## src/rtl/sdf_butterfly_stage_pkg.sv

```systemverilog
// ---------------------------------------------------------------------------
// sdf_butterfly_stage_pkg
//   Shared defaults and field helpers for the radix-2 SDF butterfly stage.
//   - W_DEF / D_DEF : default component width and butterfly span
//   - CNT_W         : sample-counter width for the default span, log2(2*D)
//   - re_*/im_*     : bit positions of the real/imag fields inside a packed
//                     word whose components are w bits wide ({re, im})
// ---------------------------------------------------------------------------
package sdf_butterfly_stage_pkg;

    localparam int W_DEF = 12;
    localparam int D_DEF = 4;

    // Counter width for a frame of 2*d samples.
    function automatic int frame_cnt_w(input int d);
        return $clog2(2 * d);
    endfunction

    localparam int CNT_W = frame_cnt_w(D_DEF);

    // Packed word layout: real part in the upper half, imag in the lower.
    function automatic int re_msb(input int w);
        return 2 * w - 1;
    endfunction

    function automatic int re_lsb(input int w);
        return w;
    endfunction

    function automatic int im_msb(input int w);
        return w - 1;
    endfunction

endpackage : sdf_butterfly_stage_pkg

```

## src/rtl/sdf_butterfly_stage_delay_line.sv

```systemverilog
// ---------------------------------------------------------------------------
// sdf_delay_line
//   Enable-gated shift register used as the SDF feedback memory. Each enabled
//   cycle shifts din in; dout is the word written DEPTH enabled cycles ago.
//   Ports:
//     clk  - clock, rising edge
//     rst  - synchronous active-high clear of every entry
//     en   - shift enable; contents are frozen while low
//     din  - word shifted in
//     dout - oldest word
// ---------------------------------------------------------------------------
module sdf_delay_line #(
    parameter int WIDTH = 26,
    parameter int DEPTH = 4
) (
    input  logic             clk,
    input  logic             rst,
    input  logic             en,
    input  logic [WIDTH-1:0] din,
    output logic [WIDTH-1:0] dout
);

    logic [WIDTH-1:0] mem_q [DEPTH];

    // NOTE: every entry is cleared on reset; the stage reads these entries as
    // real data in the first phase after reset, so they must not be X.
    always_ff @(posedge clk) begin
        if (rst) begin
            for (int i = 0; i < DEPTH; i++) begin
                mem_q[i] <= '0;
            end
        end else if (en) begin
            mem_q[0] <= din;
            for (int i = 1; i < DEPTH; i++) begin
                mem_q[i] <= mem_q[i-1];
            end
        end
    end

    assign dout = mem_q[DEPTH-1];

endmodule : sdf_delay_line

```

## src/rtl/sdf_butterfly_stage.sv

```systemverilog
// ---------------------------------------------------------------------------
// sdf_butterfly_stage
//   Radix-2 single-path delay-feedback butterfly. Each sample is paired with
//   the one D samples earlier through a D-deep feedback delay line. Per 2D
//   sample frame: during phase 1 (second half) the sums are emitted and the
//   differences (earlier minus later) are stored; during the next frame's
//   phase 0 the stored differences are emitted while the new first-half
//   samples are loaded. Output is registered, one cycle after the input.
//   Ports:
//     clk       - clock, rising edge
//     rst       - synchronous active-high reset
//     in_valid  - qualifies in_data; the stage only advances when high
//     in_data   - {re[W-1:0], im[W-1:0]}, two's complement
//     out_valid - qualifies out_data
//     out_data  - {re[W:0], im[W:0]}, full precision
//   D must be a power of two and at least 2.
// ---------------------------------------------------------------------------
module sdf_butterfly_stage
    import sdf_butterfly_stage_pkg::*;
#(
    parameter int W = W_DEF,
    parameter int D = D_DEF
) (
    input  logic           clk,
    input  logic           rst,
    input  logic           in_valid,
    input  logic [2*W-1:0] in_data,
    output logic           out_valid,
    output logic [2*W+1:0] out_data
);

    localparam int CW = frame_cnt_w(D);
    localparam int EW = W + 1;
    localparam int RE_MSB = re_msb(W);
    localparam int RE_LSB = re_lsb(W);
    localparam int IM_MSB = im_msb(W);
    localparam logic [CW-1:0] CNT_LAST      = CW'(2 * D - 1);
    localparam logic [CW-1:0] CNT_HALF_LAST = CW'(D - 1);

    logic [CW-1:0]     cnt_q, cnt_d;
    logic              pending_q, pending_d;
    logic              out_valid_q, out_valid_d;
    logic [2*EW-1:0]   out_data_q, out_data_d;

    logic              phase;
    logic signed [EW-1:0] x_re, x_im;
    logic signed [EW-1:0] d_re, d_im;
    logic signed [EW-1:0] sum_re, sum_im;
    logic signed [EW-1:0] dif_re, dif_im;
    logic [2*EW-1:0]   dl_din, dl_dout;

    assign phase = cnt_q[CW-1];

    // Sign-extend the input components to the full-precision width.
    assign x_re = {in_data[RE_MSB], in_data[RE_MSB:RE_LSB]};
    assign x_im = {in_data[IM_MSB], in_data[IM_MSB:0]};

    assign d_re = dl_dout[2*EW-1:EW];
    assign d_im = dl_dout[EW-1:0];

    // In phase 1 dout is a raw sign-extended sample, so W+1 bits are exact.
    assign sum_re = d_re + x_re;
    assign sum_im = d_im + x_im;
    assign dif_re = d_re - x_re;
    assign dif_im = d_im - x_im;

    // NOTE: every variable gets a default before any branch so that no path
    // leaves it unassigned, which would otherwise infer a latch.
    always_comb begin
        cnt_d       = cnt_q;
        pending_d   = pending_q;
        out_valid_d = 1'b0;
        out_data_d  = out_data_q;
        dl_din      = {x_re, x_im};

        if (in_valid) begin
            // 2D is a power of two, so natural overflow is the frame wrap.
            cnt_d = cnt_q + CW'(1);

            if (phase) begin
                out_valid_d = 1'b1;
                out_data_d  = {sum_re, sum_im};
                dl_din      = {dif_re, dif_im};
            end else begin
                // Stored differences only exist once a full frame has passed.
                out_valid_d = pending_q;
                out_data_d  = dl_dout;
            end

            if (cnt_q == CNT_LAST) begin
                pending_d = 1'b1;
            end else if (cnt_q == CNT_HALF_LAST) begin
                pending_d = 1'b0;
            end
        end
    end

    // NOTE: state registers use non-blocking assignments so every flop samples
    // the pre-edge values, independent of statement order.
    always_ff @(posedge clk) begin
        if (rst) begin
            cnt_q       <= '0;
            pending_q   <= 1'b0;
            out_valid_q <= 1'b0;
            out_data_q  <= '0;
        end else begin
            cnt_q       <= cnt_d;
            pending_q   <= pending_d;
            out_valid_q <= out_valid_d;
            out_data_q  <= out_data_d;
        end
    end

    sdf_delay_line #(
        .WIDTH (2 * EW),
        .DEPTH (D)
    ) u_feedback (
        .clk  (clk),
        .rst  (rst),
        .en   (in_valid),
        .din  (dl_din),
        .dout (dl_dout)
    );

    assign out_valid = out_valid_q;
    assign out_data  = out_data_q;

endmodule : sdf_butterfly_stage

```

## config.mk

```make
export PLATFORM = sky130hd
export DESIGN_NAME = sdf_butterfly_stage
export DESIGN_NICKNAME = d
export VERILOG_FILES = /design/src/rtl/sdf_butterfly_stage_pkg.sv /design/src/rtl/sdf_butterfly_stage_delay_line.sv /design/src/rtl/sdf_butterfly_stage.sv
export SDC_FILE = /design/constraint.sdc
export NUM_CORES = 1
export LEC_CHECK = 0
export ABC_AREA = 1
export BUFFER_PORTS_ARGS = -buffer_cell sky130_fd_sc_hd__buf_4
export CORE_MARGIN = 2
export CORE_UTILIZATION = 40
export DETAILED_ROUTE_END_ITERATION = 16
export SLEW_MARGIN = 10
export SYNTH_ARGS = -nofsm -noshare
export SYNTH_HDL_FRONTEND = slang
export SYNTH_SLANG_ARGS = --single-unit
```

## constraint.sdc

```tcl
create_clock -name clk -period 3.8 [get_ports clk]
set_input_delay 0.38 -clock clk [delete_from_list [all_inputs] [get_ports clk]]
set_output_delay 0.38 -clock clk [all_outputs]
set_load 0.02 [all_outputs]
```

==> run_summary.xml <==
<?xml version="1.0" encoding="UTF-8"?>
<metrics>
  <group name="clock_network">
    <metric name="cts-buffers-inserted" unit="">17</metric>
    <metric name="h_tree_level_count" unit="">4</metric>
    <metric name="number_of_setup_buffers_added_after_cts" unit="">0</metric>
    <metric name="cts_tree" unit="">done</metric>
    <metric name="clkTransAtPathRegs" unit="ns">0.06</metric>
    <metric name="cts_hold_buf" unit="">0</metric>
    <metric name="clock_latency" unit="ns">0.43</metric>
    <metric name="clk_root_buffer_cell" unit="">sky130_fd_sc_hd__clkbuf_16</metric>
    <metric name="cts_max_path_buffers" unit="">2</metric>
    <metric name="clock_sinks" unit="">135</metric>
    <metric name="cts.repair.resized" unit="">0</metric>
  </group>
  <group name="sta">
    <metric name="fin_setup_tns" unit="ns">0</metric>
    <metric name="worst-slew-pin-transition" unit="ns">1.03</metric>
    <metric name="grt_setup_unrepaired" unit="">no</metric>
    <metric name="finalWorstPathRequiredPeriod" unit="ns">2.22</metric>
    <metric name="timing.final.crit_share" unit="%">58.3</metric>
    <metric name="max-slew-margin-rel" unit="%">31.4</metric>
    <metric name="report.final.setup_viol" unit="">0</metric>
    <metric name="worst_slack" unit="ns">1.58</metric>
    <metric name="final_max_slew_viol_count" unit="">0</metric>
    <metric name="max_freq" unit="GHz">0.451</metric>
    <metric name="finalHoldViolCount" unit="">0</metric>
    <metric name="worst_clock_skew" unit="ns">0.0151</metric>
    <metric name="worst_hold_slack" unit="ns">0.169</metric>
  </group>
  <group name="die">
    <metric name="floorplan.rows" unit="">52</metric>
    <metric name="area_of_the_die" unit="um2">21700</metric>
    <metric name="floorplan.io_pins" unit="">54</metric>
    <metric name="fp.dieW" unit="um">147</metric>
    <metric name="fp.dieH" unit="um">147</metric>
    <metric name="start_util" unit="%">40.7</metric>
    <metric name="core_ar" unit="um2">20200</metric>
  </group>
  <group name="layout">
    <metric name="synthToLayoutAreaGrowth" unit="%">13.9</metric>
    <metric name="n_fill_cell" unit="">2046</metric>
    <metric name="fin_nets" unit="">1178</metric>
    <metric name="layout-drive-gt1-share" unit="%">9.03</metric>
    <metric name="layout.core_utilization" unit="%">46.3</metric>
    <metric name="n_antenna_cell" unit="">0</metric>
    <metric name="commonest_non_fill_non_tap_cell_in_the_layout" unit="">sky130_fd_sc_hd__nand2_1</metric>
    <metric name="multi_input_comb_area" unit="um2">3470</metric>
    <metric name="most-common-layout-cells" unit="">sky130_fd_sc_hd__nand2_1 (236), sky130_fd_sc_hd__inv_1 (206), sky130_fd_sc_hd__nor2_1 (159)</metric>
    <metric name="ff_latch_area" unit="um2">3740</metric>
  </group>
  <group name="worst_setup_path">
    <metric name="cp-end-kind" unit="">flip-flop</metric>
    <metric name="timing.critical_path.required" unit="ns">3.97</metric>
    <metric name="worstReg2RegStart" unit="">u_feedback.mem_q[3][13]</metric>
    <metric name="critical_path_arrival" unit="ns">2.39</metric>
    <metric name="setup.worst_path.start" unit="">u_feedback.mem_q[3][13]</metric>
    <metric name="critical_path_start_type" unit="">flip-flop</metric>
    <metric name="timing.reg2reg.setup_slack" unit="ns">1.58</metric>
    <metric name="cp_common_cell" unit="">sky130_fd_sc_hd__inv_1</metric>
    <metric name="worstPathMaxFanout" unit="">4</metric>
    <metric name="slowest_cell_on_crit_path" unit="">sky130_fd_sc_hd__fa_1</metric>
    <metric name="critPathBufInv" unit="">3</metric>
    <metric name="cell_by_cell_trace_of_the_critical_path" unit="">inv_1 &gt; ha_1 &gt; fa_1 &gt; inv_1 &gt; nand3_1 &gt; nand2_1 &gt; a21oi_1 &gt; xor2_1 &gt; o21ai_0 &gt; inv_1</metric>
    <metric name="critPathTopFamily" unit="">adder cells</metric>
    <metric name="setup.worst_path.class" unit="">reg -&gt; reg</metric>
    <metric name="critical-path-max-stage-delay" unit="ns">0.40</metric>
  </group>
  <group name="placed_design">
    <metric name="gpl.final_weighted_congestion" unit="">0.907</metric>
    <metric name="portBuffers" unit="">53</metric>
    <metric name="placement_stage_worst_setup_slack" unit="ns">1.23</metric>
    <metric name="place_hpwl" unit="mm">13.9</metric>
  </group>
  <group name="worst_hold_path">
    <metric name="timing.hold.worst.class" unit="">in -&gt; reg</metric>
    <metric name="worstHoldStart" unit="">rst</metric>
  </group>
  <group name="routing">
    <metric name="dr.pass1.iters" unit="">6</metric>
    <metric name="final_antenna_violating_net_count" unit="">0</metric>
    <metric name="routed_wirelength" unit="mm">19.2</metric>
    <metric name="vias" unit="">6585</metric>
    <metric name="drc_violations_left" unit="">0</metric>
    <metric name="wl_per_cell" unit="um">13.9</metric>
    <metric name="vias_per_cell" unit="">4.78</metric>
    <metric name="first_iter_violations" unit="">638</metric>
  </group>
  <group name="logic_synthesis">
    <metric name="yosysSeqAreaShare" unit="%">45.5</metric>
    <metric name="synth.ff_latch_count" unit="">135</metric>
    <metric name="synthCells" unit="">1060</metric>
    <metric name="post_synth_num_cell_types" unit="">40</metric>
    <metric name="synthesis.nets" unit="">1142</metric>
    <metric name="synth.cell_area" unit="um2">8230</metric>
    <metric name="ys_warn_count" unit="">0</metric>
    <metric name="syn_avg_cell_area" unit="um2">7.76</metric>
  </group>
  <group name="grt">
    <metric name="grt_use_total" unit="%">18.5</metric>
    <metric name="antenna_found_initial" unit="">0</metric>
    <metric name="grt_first_pass_wirelength" unit="mm">31.5</metric>
    <metric name="via_count_of_the_first_global_routing_pass" unit="">6048</metric>
    <metric name="grt_overflow" unit="">0</metric>
    <metric name="grt_max_degree" unit="">57</metric>
  </group>
  <group name="status">
    <metric name="status" unit="">finished clean</metric>
  </group>
  <group name="power">
    <metric name="p_leak" unit="uW">0.00454</metric>
    <metric name="cellPowerDensity" unit="nW/um2">419</metric>
    <metric name="ir_worst_vdd" unit="uV">249</metric>
  </group>
  <group name="run">
    <metric name="cap_violations" unit="">0</metric>
  </group>
</metrics>
## path summary, 6_finish.rpt
check / end / depth (start not counted)
max reg2reg: u_feedback.mem_q[0][21] / 10
max: u_feedback.mem_q[0][21] / 10
min reg2reg: out_data[21] / 2
min: cnt_q[0] / 2
## Yosys cell counts
cell type                    n  share of area [%]
sky130_fd_sc_hd__a21o_1      1              0.091
sky130_fd_sc_hd__a21oi_1    56                3.4
sky130_fd_sc_hd__a21oi_2     2               0.21
sky130_fd_sc_hd__a22o_1      1               0.11
sky130_fd_sc_hd__a32o_1      2               0.24
sky130_fd_sc_hd__and2_1      3               0.23
sky130_fd_sc_hd__and3_1      1              0.076
sky130_fd_sc_hd__buf_1       1              0.046
sky130_fd_sc_hd__buf_2      20                1.2
sky130_fd_sc_hd__buf_4       6               0.55
sky130_fd_sc_hd__buf_6       2               0.27
sky130_fd_sc_hd__clkbuf_1   11               0.50
sky130_fd_sc_hd__clkbuf_2    2               0.12
sky130_fd_sc_hd__clkinv_1    1              0.046
sky130_fd_sc_hd__dfxtp_1    31                7.5
sky130_fd_sc_hd__edfxtp_1  104                 38
sky130_fd_sc_hd__fa_1        4               0.97
sky130_fd_sc_hd__ha_1       51                7.8
sky130_fd_sc_hd__inv_1     207                9.4
sky130_fd_sc_hd__inv_2       2              0.091
sky130_fd_sc_hd__nand2_1   236                 11
sky130_fd_sc_hd__nand3_1    64                3.9
sky130_fd_sc_hd__nand3b_1    1              0.091
sky130_fd_sc_hd__nand4_1    14                1.1
sky130_fd_sc_hd__nor2_1    159                7.3
sky130_fd_sc_hd__nor2_2      2               0.15
sky130_fd_sc_hd__nor2_4      1               0.14
sky130_fd_sc_hd__nor3_1      4               0.24
sky130_fd_sc_hd__o211ai_1    3               0.27
sky130_fd_sc_hd__o21a_1      1              0.091
sky130_fd_sc_hd__o21ai_0    38                2.3
sky130_fd_sc_hd__o21ai_1     1              0.061
sky130_fd_sc_hd__o21bai_1    6               0.55
sky130_fd_sc_hd__o221ai_1    1               0.11
sky130_fd_sc_hd__o22ai_1     1              0.076
sky130_fd_sc_hd__o311ai_0    1               0.11
sky130_fd_sc_hd__or2_1       1              0.076
sky130_fd_sc_hd__or2_2       1              0.076
sky130_fd_sc_hd__xnor2_1     3               0.32
sky130_fd_sc_hd__xor2_1     14                1.5
## worst reg2reg max path: stages, from the launching register on
cell and delay (ns):
sky130_fd_sc_hd__edfxtp_1 0.35, sky130_fd_sc_hd__inv_1 0.09, sky130_fd_sc_hd__ha_1 0.22, sky130_fd_sc_hd__fa_1 0.40
sky130_fd_sc_hd__inv_1 0.10, sky130_fd_sc_hd__nand3_1 0.07, sky130_fd_sc_hd__nand2_1 0.16, sky130_fd_sc_hd__a21oi_1 0.10
sky130_fd_sc_hd__xor2_1 0.15, sky130_fd_sc_hd__o21ai_0 0.27, sky130_fd_sc_hd__inv_1 0.06
## cells by family after synthesis
group / after synthesis / synth area share (%)
buffers and inverters: 252 / 12.3
AOI/OAI and AO/OA: 114 / 7.63
adders and majority gates: 55 / 8.73
and+or+nand+nor: 487 / 24.1
xor gates and xnor gates: 17 / 1.81
DFF: 135 / 45.5
## per-layer routing
layer / global-route usage [%] / vias to the layer above / part of all wire, %
met5: 0 / - / 0
met4: 4.86 / 0 / 0.97
met3: 3.77 / 13 / 5.3
met2: 24.9 / 154 / 39
met1: 29.6 / 3028 / 55
li1: - / 3390 / -
## stage by stage
stage,power [uW],std cells,instance area [um2]
global route,4120,1378,9370
floorplan,2170,1060,8230
global placement,2340,1347,8800
finish,3930,1378,9370
CTS,3960,1378,9370
detailed placement,2340,1347,8800
## cell type report
type                       instances  area share [%]
clock buffer                      17            4.54
clock inverter                    14            1.51
inverter                         210            8.45
multi-input combinational        673            37.1
sequential                       135            40.0
tap                              270            3.60
timing repair buffer              59            4.86
## where the power goes
part           internal (uW)  switching (uW)
sequential              1680            45.0
clock                    914             699
combinational            197             393
total                   2790            1140
## registers in the layout, indices dropped and copies added, names as in the netlist
| register | flops |
|---|---|
| u_feedback.mem_q | 104 |
| pending_q | 1 |
| cnt_q | 3 |
| out_valid | 1 |
| out_data | 26 |
(Power assumes the default switching activity.)
